`config.mk`:
```
export PLATFORM = sky130hd
export DESIGN_NAME = key_injector_flat
export DESIGN_NICKNAME = d
export VERILOG_FILES = /design/src/rtl/kbd_pkg.sv /design/src/rtl/key_injector_if.sv /design/src/rtl/key_injector_ascii_to_ps2.sv /design/src/rtl/key_injector.sv /design/src/flat_wrapper.sv
export SDC_FILE = /design/constraint.sdc
export NUM_CORES = 1
export LEC_CHECK = 0
export CAP_MARGIN = 20
export CORE_UTILIZATION = 44
export CTS_CLUSTER_DIAMETER = 50
export DETAILED_ROUTE_END_ITERATION = 8
export PLACE_DENSITY = 0.72
export SKIP_CTS_REPAIR_TIMING = 1
export SLEW_MARGIN = 20
export SYNTH_ARGS = -nofsm -noshare
export SYNTH_HDL_FRONTEND = slang
export SYNTH_SLANG_ARGS = --single-unit
export TNS_END_PERCENT = 50
```
`constraint.sdc`:
```
create_clock -name clk -period 3.6 [get_ports clk]
set_clock_uncertainty 0.15 [all_clocks]
set_input_delay 0.36 -clock clk [delete_from_list [all_inputs] [get_ports clk]]
set_output_delay 0.36 -clock clk [all_outputs]
set_load 0.005 [all_outputs]
```
`src/rtl/kbd_pkg.sv`:
```
// Shared ps2_key field positions, scan codes and injector types.
// Used by the key injector and the ASCII mapping ROM.
package kbd_pkg;

  localparam int STB = 10;
  localparam int PRS = 9;
  localparam int EXT = 8;

  localparam logic [7:0] SC_LSHIFT = 8'h12;
  localparam logic [7:0] SC_ENTER  = 8'h5A;
  localparam logic [7:0] SC_SPACE  = 8'h29;

  typedef enum logic [2:0] {
    IDLE,
    SHIFT_DN,
    KEY_DN,
    KEY_UP,
    SHIFT_UP,
    GAP
  } inj_state_t;

  typedef struct packed {
    logic       valid;
    logic       shift;
    logic [7:0] code;
  } key_map_t;

  function automatic key_map_t km(
    input logic       s,
    input logic [7:0] c
  );
    key_map_t m;
    m.valid = 1'b1;
    m.shift = s;
    m.code  = c;
    return m;
  endfunction

endpackage

```
`src/rtl/key_injector_if.sv`:
```
// ASCII character handshake feeding the key injector.
// master offers bytes, slave accepts on valid && ready.
interface key_injector_if;

  logic       char_valid;
  logic [7:0] char_data;
  logic       char_ready;

  modport master (
    output char_valid,
    output char_data,
    input  char_ready
  );

  modport slave (
    input  char_valid,
    input  char_data,
    output char_ready
  );

endinterface

```
`src/rtl/key_injector_ascii_to_ps2.sv`:
```
// Combinational ASCII to PS/2 set-2 mapping, US layout.
// Result is {valid, shift, code}; unmapped bytes give valid=0.
module ascii_to_ps2
  import kbd_pkg::*;
(
  input  logic [7:0] ch,
  output key_map_t   map
);

  function automatic key_map_t plain(
    input logic [7:0] c
  );
    key_map_t m;
    m = '0;
    case (c)
      "a": m = km(1'b0, 8'h1C);
      "b": m = km(1'b0, 8'h32);
      "c": m = km(1'b0, 8'h21);
      "d": m = km(1'b0, 8'h23);
      "e": m = km(1'b0, 8'h24);
      "f": m = km(1'b0, 8'h2B);
      "g": m = km(1'b0, 8'h34);
      "h": m = km(1'b0, 8'h33);
      "i": m = km(1'b0, 8'h43);
      "j": m = km(1'b0, 8'h3B);
      "k": m = km(1'b0, 8'h42);
      "l": m = km(1'b0, 8'h4B);
      "m": m = km(1'b0, 8'h3A);
      "n": m = km(1'b0, 8'h31);
      "o": m = km(1'b0, 8'h44);
      "p": m = km(1'b0, 8'h4D);
      "q": m = km(1'b0, 8'h15);
      "r": m = km(1'b0, 8'h2D);
      "s": m = km(1'b0, 8'h1B);
      "t": m = km(1'b0, 8'h2C);
      "u": m = km(1'b0, 8'h3C);
      "v": m = km(1'b0, 8'h2A);
      "w": m = km(1'b0, 8'h1D);
      "x": m = km(1'b0, 8'h22);
      "y": m = km(1'b0, 8'h35);
      "z": m = km(1'b0, 8'h1A);
      "0": m = km(1'b0, 8'h45);
      "1": m = km(1'b0, 8'h16);
      "2": m = km(1'b0, 8'h1E);
      "3": m = km(1'b0, 8'h26);
      "4": m = km(1'b0, 8'h25);
      "5": m = km(1'b0, 8'h2E);
      "6": m = km(1'b0, 8'h36);
      "7": m = km(1'b0, 8'h3D);
      "8": m = km(1'b0, 8'h3E);
      "9": m = km(1'b0, 8'h46);
      " ": m = km(1'b0, SC_SPACE);
      8'h0D: m = km(1'b0, SC_ENTER);
      8'h0A: m = km(1'b0, SC_ENTER);
      ",": m = km(1'b0, 8'h41);
      ".": m = km(1'b0, 8'h49);
      "-": m = km(1'b0, 8'h4E);
      "=": m = km(1'b0, 8'h55);
      ";": m = km(1'b0, 8'h4C);
      8'h27: m = km(1'b0, 8'h52);
      "[": m = km(1'b0, 8'h54);
      "]": m = km(1'b0, 8'h5B);
      8'h5C: m = km(1'b0, 8'h5D);
      "/": m = km(1'b0, 8'h4A);
      8'h60: m = km(1'b0, 8'h0E);
      default: m = '0;
    endcase
    return m;
  endfunction

  function automatic key_map_t shifted(
    input logic [7:0] c
  );
    key_map_t m;
    m = '0;
    case (c)
      "!": m = km(1'b1, 8'h16);
      "@": m = km(1'b1, 8'h1E);
      "#": m = km(1'b1, 8'h26);
      "$": m = km(1'b1, 8'h25);
      "%": m = km(1'b1, 8'h2E);
      "^": m = km(1'b1, 8'h36);
      "&": m = km(1'b1, 8'h3D);
      "*": m = km(1'b1, 8'h3E);
      "(": m = km(1'b1, 8'h46);
      ")": m = km(1'b1, 8'h45);
      "<": m = km(1'b1, 8'h41);
      ">": m = km(1'b1, 8'h49);
      "_": m = km(1'b1, 8'h4E);
      "+": m = km(1'b1, 8'h55);
      ":": m = km(1'b1, 8'h4C);
      8'h22: m = km(1'b1, 8'h52);
      "{": m = km(1'b1, 8'h54);
      "}": m = km(1'b1, 8'h5B);
      "|": m = km(1'b1, 8'h5D);
      "?": m = km(1'b1, 8'h4A);
      "~": m = km(1'b1, 8'h0E);
      default: m = '0;
    endcase
    return m;
  endfunction

  // Capitals reuse the lowercase row with shift held.
  always_comb begin
    map = plain(ch);
    if (ch >= 8'h41 && ch <= 8'h5A) begin
      map       = plain(ch | 8'h20);
      map.shift = 1'b1;
    end else if (!map.valid) begin
      map = shifted(ch);
    end
  end

endmodule

```
`src/rtl/key_injector.sv`:
```
// Merges live ps2_key events with make/break events typed
// from an ASCII stream; each synthesized key state is held.
module key_injector
  import kbd_pkg::*;
#(
  parameter int         HOLD_CYCLES = 500000,
  parameter logic [7:0] SHIFT_CODE  = SC_LSHIFT
) (
  input  logic          clk,
  input  logic          reset,
  input  logic [10:0]   ps2_key_in,
  output logic [10:0]   ps2_key_out,
  key_injector_if.slave chr,
  input  logic          abort,
  output logic          busy,
  output logic          unsupported
);

  localparam int CW = $clog2(HOLD_CYCLES + 1);
  localparam logic [CW-1:0] HOLD = CW'(HOLD_CYCLES);

  inj_state_t    state;
  inj_state_t    state_n;
  inj_state_t    nxt;
  logic [CW-1:0] cnt;
  logic [CW-1:0] cnt_n;
  logic [CW-1:0] cnt_dec;
  logic [7:0]    code_q;
  logic [7:0]    code_n;
  logic          shift_q;
  logic          shift_n;
  logic          fresh;
  logic          fresh_n;
  logic          bad_q;
  logic          bad_n;
  logic          trk;
  logic          live;
  logic          emit;
  logic [9:0]    ev;
  key_map_t      map;

  ascii_to_ps2 u_map (
    .ch  (chr.char_data),
    .map (map)
  );

  function automatic inj_state_t succ(
    input inj_state_t s,
    input logic       sh
  );
    inj_state_t r;
    r = IDLE;
    unique case (s)
      SHIFT_DN: r = KEY_DN;
      KEY_DN:   r = KEY_UP;
      KEY_UP:   r = sh ? SHIFT_UP : GAP;
      SHIFT_UP: r = GAP;
      default:  r = IDLE;
    endcase
    return r;
  endfunction

  function automatic logic [9:0] ev_of(
    input inj_state_t s,
    input logic [7:0] c
  );
    logic [9:0] e;
    e = '0;
    case (s)
      SHIFT_DN: e = {2'b10, SHIFT_CODE};
      KEY_DN:   e = {2'b10, c};
      KEY_UP:   e = {2'b00, c};
      SHIFT_UP: e = {2'b00, SHIFT_CODE};
      default:  e = '0;
    endcase
    return e;
  endfunction

  assign busy           = (state != IDLE);
  assign chr.char_ready = (state == IDLE) && !reset;
  assign live           = ps2_key_in[STB] ^ trk;
  assign cnt_dec        = cnt - CW'(1);

  // The accept edge only latches the byte; the first
  // event goes out one edge later so it never collides
  // with a live event passed through on the accept edge.
  always_comb begin
    state_n = state;
    nxt     = state;
    cnt_n   = cnt;
    code_n  = code_q;
    shift_n = shift_q;
    fresh_n = 1'b0;
    bad_n   = 1'b0;
    emit    = 1'b0;
    ev      = '0;
    unique case (state)
      IDLE: begin
        if (chr.char_valid) begin
          if (map.valid) begin
            code_n  = map.code;
            shift_n = map.shift;
            fresh_n = 1'b1;
            state_n = map.shift ? SHIFT_DN : KEY_DN;
          end else begin
            bad_n = 1'b1;
          end
        end
        if (live) begin
          emit = 1'b1;
          ev   = ps2_key_in[9:0];
        end
      end
      default: begin
        if (fresh) begin
          emit  = 1'b1;
          ev    = ev_of(state, code_q);
          cnt_n = HOLD;
        end else begin
          cnt_n = cnt_dec;
          if (abort && state == SHIFT_DN) begin
            nxt = SHIFT_UP;
          end else if (abort && state == KEY_DN) begin
            nxt = KEY_UP;
          end else if (cnt_dec == '0) begin
            nxt = succ(state, shift_q);
          end
          if (nxt != state) begin
            state_n = nxt;
            cnt_n   = (nxt == IDLE) ? '0 : HOLD;
            emit    = (nxt != GAP) && (nxt != IDLE);
            ev      = ev_of(nxt, code_q);
          end
        end
      end
    endcase
  end

  always_ff @(posedge clk) begin
    if (reset) begin
      state       <= IDLE;
      cnt         <= '0;
      code_q      <= '0;
      shift_q     <= 1'b0;
      fresh       <= 1'b0;
      bad_q       <= 1'b0;
      unsupported <= 1'b0;
      ps2_key_out <= '0;
      trk         <= ps2_key_in[STB];
    end else begin
      state       <= state_n;
      cnt         <= cnt_n;
      code_q      <= code_n;
      shift_q     <= shift_n;
      fresh       <= fresh_n;
      bad_q       <= bad_n;
      unsupported <= bad_q;
      trk         <= ps2_key_in[STB];
      if (emit) begin
        ps2_key_out <= {~ps2_key_out[STB], ev};
      end
    end
  end

endmodule

```
`src/flat_wrapper.sv`:
```
// flat-port wrapper written by rule: the top's interface ports become plain ports
module key_injector_flat import kbd_pkg::*;
#(
  parameter int         HOLD_CYCLES = 500000,
  parameter logic [7:0] SHIFT_CODE  = SC_LSHIFT
)
  (clk, reset, ps2_key_in, ps2_key_out, abort, busy, unsupported, chr_char_valid, chr_char_data, chr_char_ready);
  key_injector_if chr_i ();
  input  logic clk;
  input  logic reset;
  input  logic [10:0] ps2_key_in;
  output logic [10:0] ps2_key_out;
  input  logic abort;
  output logic busy;
  output logic unsupported;
  input wire logic [$bits(chr_i.char_valid)-1:0] chr_char_valid;
  input wire logic [$bits(chr_i.char_data)-1:0] chr_char_data;
  output wire logic [$bits(chr_i.char_ready)-1:0] chr_char_ready;
  assign chr_i.char_valid = chr_char_valid;
  assign chr_i.char_data = chr_char_data;
  assign chr_char_ready = chr_i.char_ready;
  key_injector #(.HOLD_CYCLES(HOLD_CYCLES), .SHIFT_CODE(SHIFT_CODE)) u_core (.clk(clk), .reset(reset), .ps2_key_in(ps2_key_in), .ps2_key_out(ps2_key_out), .chr(chr_i), .abort(abort), .busy(busy), .unsupported(unsupported));
endmodule
```
==> flow_metrics.py <==
metrics = {
    "sta": {
        "final_min_period_ps": 3340,
        "post-route-period-util": 0.928,
        "finalMaxSlewViolations": 0,
        "fmax_ghz": 0.299,
        "setup_viol": 0,
        "unrepaired_setup_endpoints_after_global_routing": "no",
        "worst_pin_slew_ps": 841,
        "slew_headroom": 0.437,
        "final.setup.worst_slack_ps": 259,
        "setup_tns_ps": 0,
        "timing_hold_violations_final": 0,
    },
    "routing": {
        "via_count": 4706,
        "antenna_violating_nets_post_route": 0,
        "drcViolationCount": 1,
        "drt_pass1_iterations": 7,
        "drt-wirelength-per-cell_um": 17.5,
        "drt_first_iter_violations": 280,
        "wl_mm": 12.9,
        "post_drt_via_cell_ratio": 6.40,
    },
    "worst_hold_path": {
        "holdPathEnd": "u_core.unsupported",
        "worstHoldPathCells": 1,
        "holdCritPathClass": "flop to flop",
        "hp-start": "u_core.bad_q",
    },
    "yosys": {
        "synth_net_count": 606,
        "ys.warnings.count": 0,
        "synthesis.instances": 573,
        "synth_seq_cells": 45,
        "syn_area_per_cell_um2": 7.06,
        "yosysSeqAreaShare": 0.223,
        "synth_area_um2": 4050,
        "asyncSetResetFlopFracSynth": 0,
        "ys_types": 71,
        "synth_ff_type": "sky130_fd_sc_hd__dfxtp_1",
        "synth_edf_count": 0,
    },
    "grt": {
        "globalRouteOverflowTotal": 0,
        "antenna_found_initial": 0,
        "grt_start_max_net_pins": 45,
        "grt_pass1_wl_mm": 21.2,
        "first_global_vias": 4525,
        "global_route_usage_sum": 0.266,
    },
    "finish": {
        "final_cells": 735,
        "antenna-diode-count": 0,
        "layout.cells.most_common": "sky130_fd_sc_hd__nor2_1",
        "area_delta_synth_final_pct": 21.0,
        "finalNetCount": 659,
        "commonest_cells_after_routing_fill_and_taps_aside": "60 x sky130_fd_sc_hd__nor2_1, 59 x sky130_fd_sc_hd__o21ai_0, 53 x sky130_fd_sc_hd__buf_4",
        "drive_above_1_share": 0.129,
    },
    "clock_network": {
        "tritoncts": "built",
        "clockBufferDepth": 2,
        "worst_setup_hold_path_clk_slew_ps": 70,
        "clk-insertion-delay-late_ps": 300,
        "cts.sinks": 45,
        "tritoncts.num_buffers": 5,
        "htreeDepth": 2,
        "clock_tree.root_cell": "sky130_fd_sc_hd__clkbuf_8",
    },
    "placed_design": {
        "finalWeightedCongestion": 1.03,
        "portBuffers": 36,
        "detail_placement_hpwl_mm": 9.84,
        "placedCellCount": 727,
        "place_worst_setup_slack_ps": -26.5,
    },
    "power_and_ir_drop": {
        "p_leak_nw": 1.87,
        "power.ir.vdd_worst_mv": 0.222,
        "power_density_nw_per_um2": 471,
    },
    "flow_run": {
        "drv_cap": 0,
    },
    "worst_setup_path": {
        "timing.reg2reg.setup_slack_ps": 300,
        "start_kind": "input pin",
        "cp_max_fo": 8,
        "timing.rr.end": "u_core.ps2_key_out[10]",
        "rr_worst_depth": 11,
        "worst_ep_required_time_ps": 3630,
        "worstSetupEndpointType": "flop",
        "crit_type": "input pin to flop",
        "critical_path_arrival_ps": 3370,
        "reg2reg_from": "u_core.cnt[0]",
    },
    "run_status": {
        "status": "finished, violations left",
        "violations": "DRC",
    },
    "floorplanning": {
        "floorplan.initialDensity": 0.459,
        "placeable_core_area_um2": 8810,
        "floorplan.die.width_um": 97.9,
        "placement_rows": 34,
        "floorplan.die.height_um": 97.9,
        "count_of_boundary_i_o_pins": 37,
        "fp.dieArea_um2": 9580,
    },
}
==> synth_stat cells (all sizes together), types with 3 or more instances <==
cell / n / area share
a2111oi: 3 / 0.0080
a211oi: 4 / 0.0074
a21o: 4 / 0.0074
a21oi: 51 / 0.063
a221oi: 4 / 0.0087
a22oi: 15 / 0.028
a311oi: 4 / 0.010
a31o: 3 / 0.0065
a31oi: 12 / 0.019
a32o: 6 / 0.015
a32oi: 3 / 0.0065
and2: 3 / 0.0046
and3: 3 / 0.0046
buf: 21 / 0.028
clkbuf: 24 / 0.022
dfxtp: 45 / 0.22
ha: 10 / 0.031
inv: 19 / 0.018
mux2i: 10 / 0.025
nand2: 46 / 0.043
nand2b: 13 / 0.020
nand3: 13 / 0.016
nand3b: 3 / 0.0056
nand4: 4 / 0.0062
nand4b: 3 / 0.0065
nor2: 60 / 0.056
nor2b: 14 / 0.022
nor3: 19 / 0.028
nor3b: 5 / 0.011
nor4: 9 / 0.015
o211ai: 4 / 0.0074
o21a: 3 / 0.0056
o21ai: 74 / 0.092
o22ai: 5 / 0.0077
o31a: 5 / 0.011
o31ai: 9 / 0.018
or2: 3 / 0.0046
or3: 4 / 0.0074
xnor2: 4 / 0.0087
xor2: 4 / 0.0087
==> per-layer routing <==
| metal | vias up | GRT usage | routed length (um) |
|---|---|---|---|
| li1 | 2239 | - | - |
| met1 | 2216 | 0.315 | 5230 |
| met2 | 205 | 0.477 | 6430 |
| met3 | 46 | 0.0236 | 657 |
| met4 | 0 | 0.136 | 539 |
| met5 | - | 0 | 0 |
==> cells by family after synthesis <==
family                   Yosys count  share of synthesized area
XOR/XNOR                           8                     0.0173
multiplexers                      13                     0.0387
flip-flops                        45                      0.223
adder cells (fa/ha/maj)           10                     0.0309
buffers and inverters             65                     0.0684
AO/OA/AOI/OAI                    226                      0.361
AND/OR/NAND/NOR                  206                      0.261
==> worst max path at each step <==
stage	from	to	slack (ps)
2_1_floorplan	chr_char_data[1]	u_core.state[1]	370
3_3_place_gp	chr_char_data[0]	u_core.state[1]	40
3_5_place_dp	chr_char_data[0]	u_core.state[1]	-30
4_1_cts	u_core.cnt[0]	u_core.state[1]	220
5_1_grt	u_core.cnt[0]	u_core.state[1]	100
6_report	chr_char_data[0]	u_core.state[1]	260
==> critical path, cell delays in order <==
cell and delay, ps:
sky130_fd_sc_hd__clkdlybuf4s50_1 510, sky130_fd_sc_hd__inv_1 100, sky130_fd_sc_hd__ha_1 300, sky130_fd_sc_hd__o21ai_1 210, sky130_fd_sc_hd__mux2i_1 120, sky130_fd_sc_hd__a31o_2 260, sky130_fd_sc_hd__a221o_1 270, sky130_fd_sc_hd__or3_4 410
sky130_fd_sc_hd__o31a_1 330, sky130_fd_sc_hd__or2_1 270, sky130_fd_sc_hd__a32o_1 220
==> power breakdown <==
part | total (mW) | internal [mW] | switching [mW]
clock | 0.383 | 0.209 | 0.175
sequential | 0.711 | 0.595 | 0.117
combinational | 1.21 | 0.507 | 0.706
==> final cells by class <==
type                            count  area, um2
Sequential cell                    45        901
Tap cell                          108        135
Multi-Input combinational cell    463       2870
Clock buffer                        6       72.6
Timing Repair Buffer               91        798
Fill cell                         848       3910
Inverter                           20       75.1
Clock inverter                      2       38.8
==> sequential cells by signal, summed over array words and instances, names as in the netlist <==
register            count
u_core.code_q           7
u_core.shift_q          1
u_core.unsupported      1
u_core.ps2_key_out     11
u_core.bad_q            1
u_core.trk              1
u_core.cnt             19
u_core.state            3
u_core.fresh            1
==> stage by stage <==
step	utilization	hold WS (ps)	cell area (um2)	power (mW)
after floorplan	-	238	4050	1.52
after global placement	0.542	271	4780	1.87
after detailed placement	0.542	279	4780	1.90
after CTS	0.555	297	4890	2.29
after global routing	0.556	325	4890	2.46
final	0.556	291	4890	2.31
No activity file was read; power rests on OpenSTA's default activity.
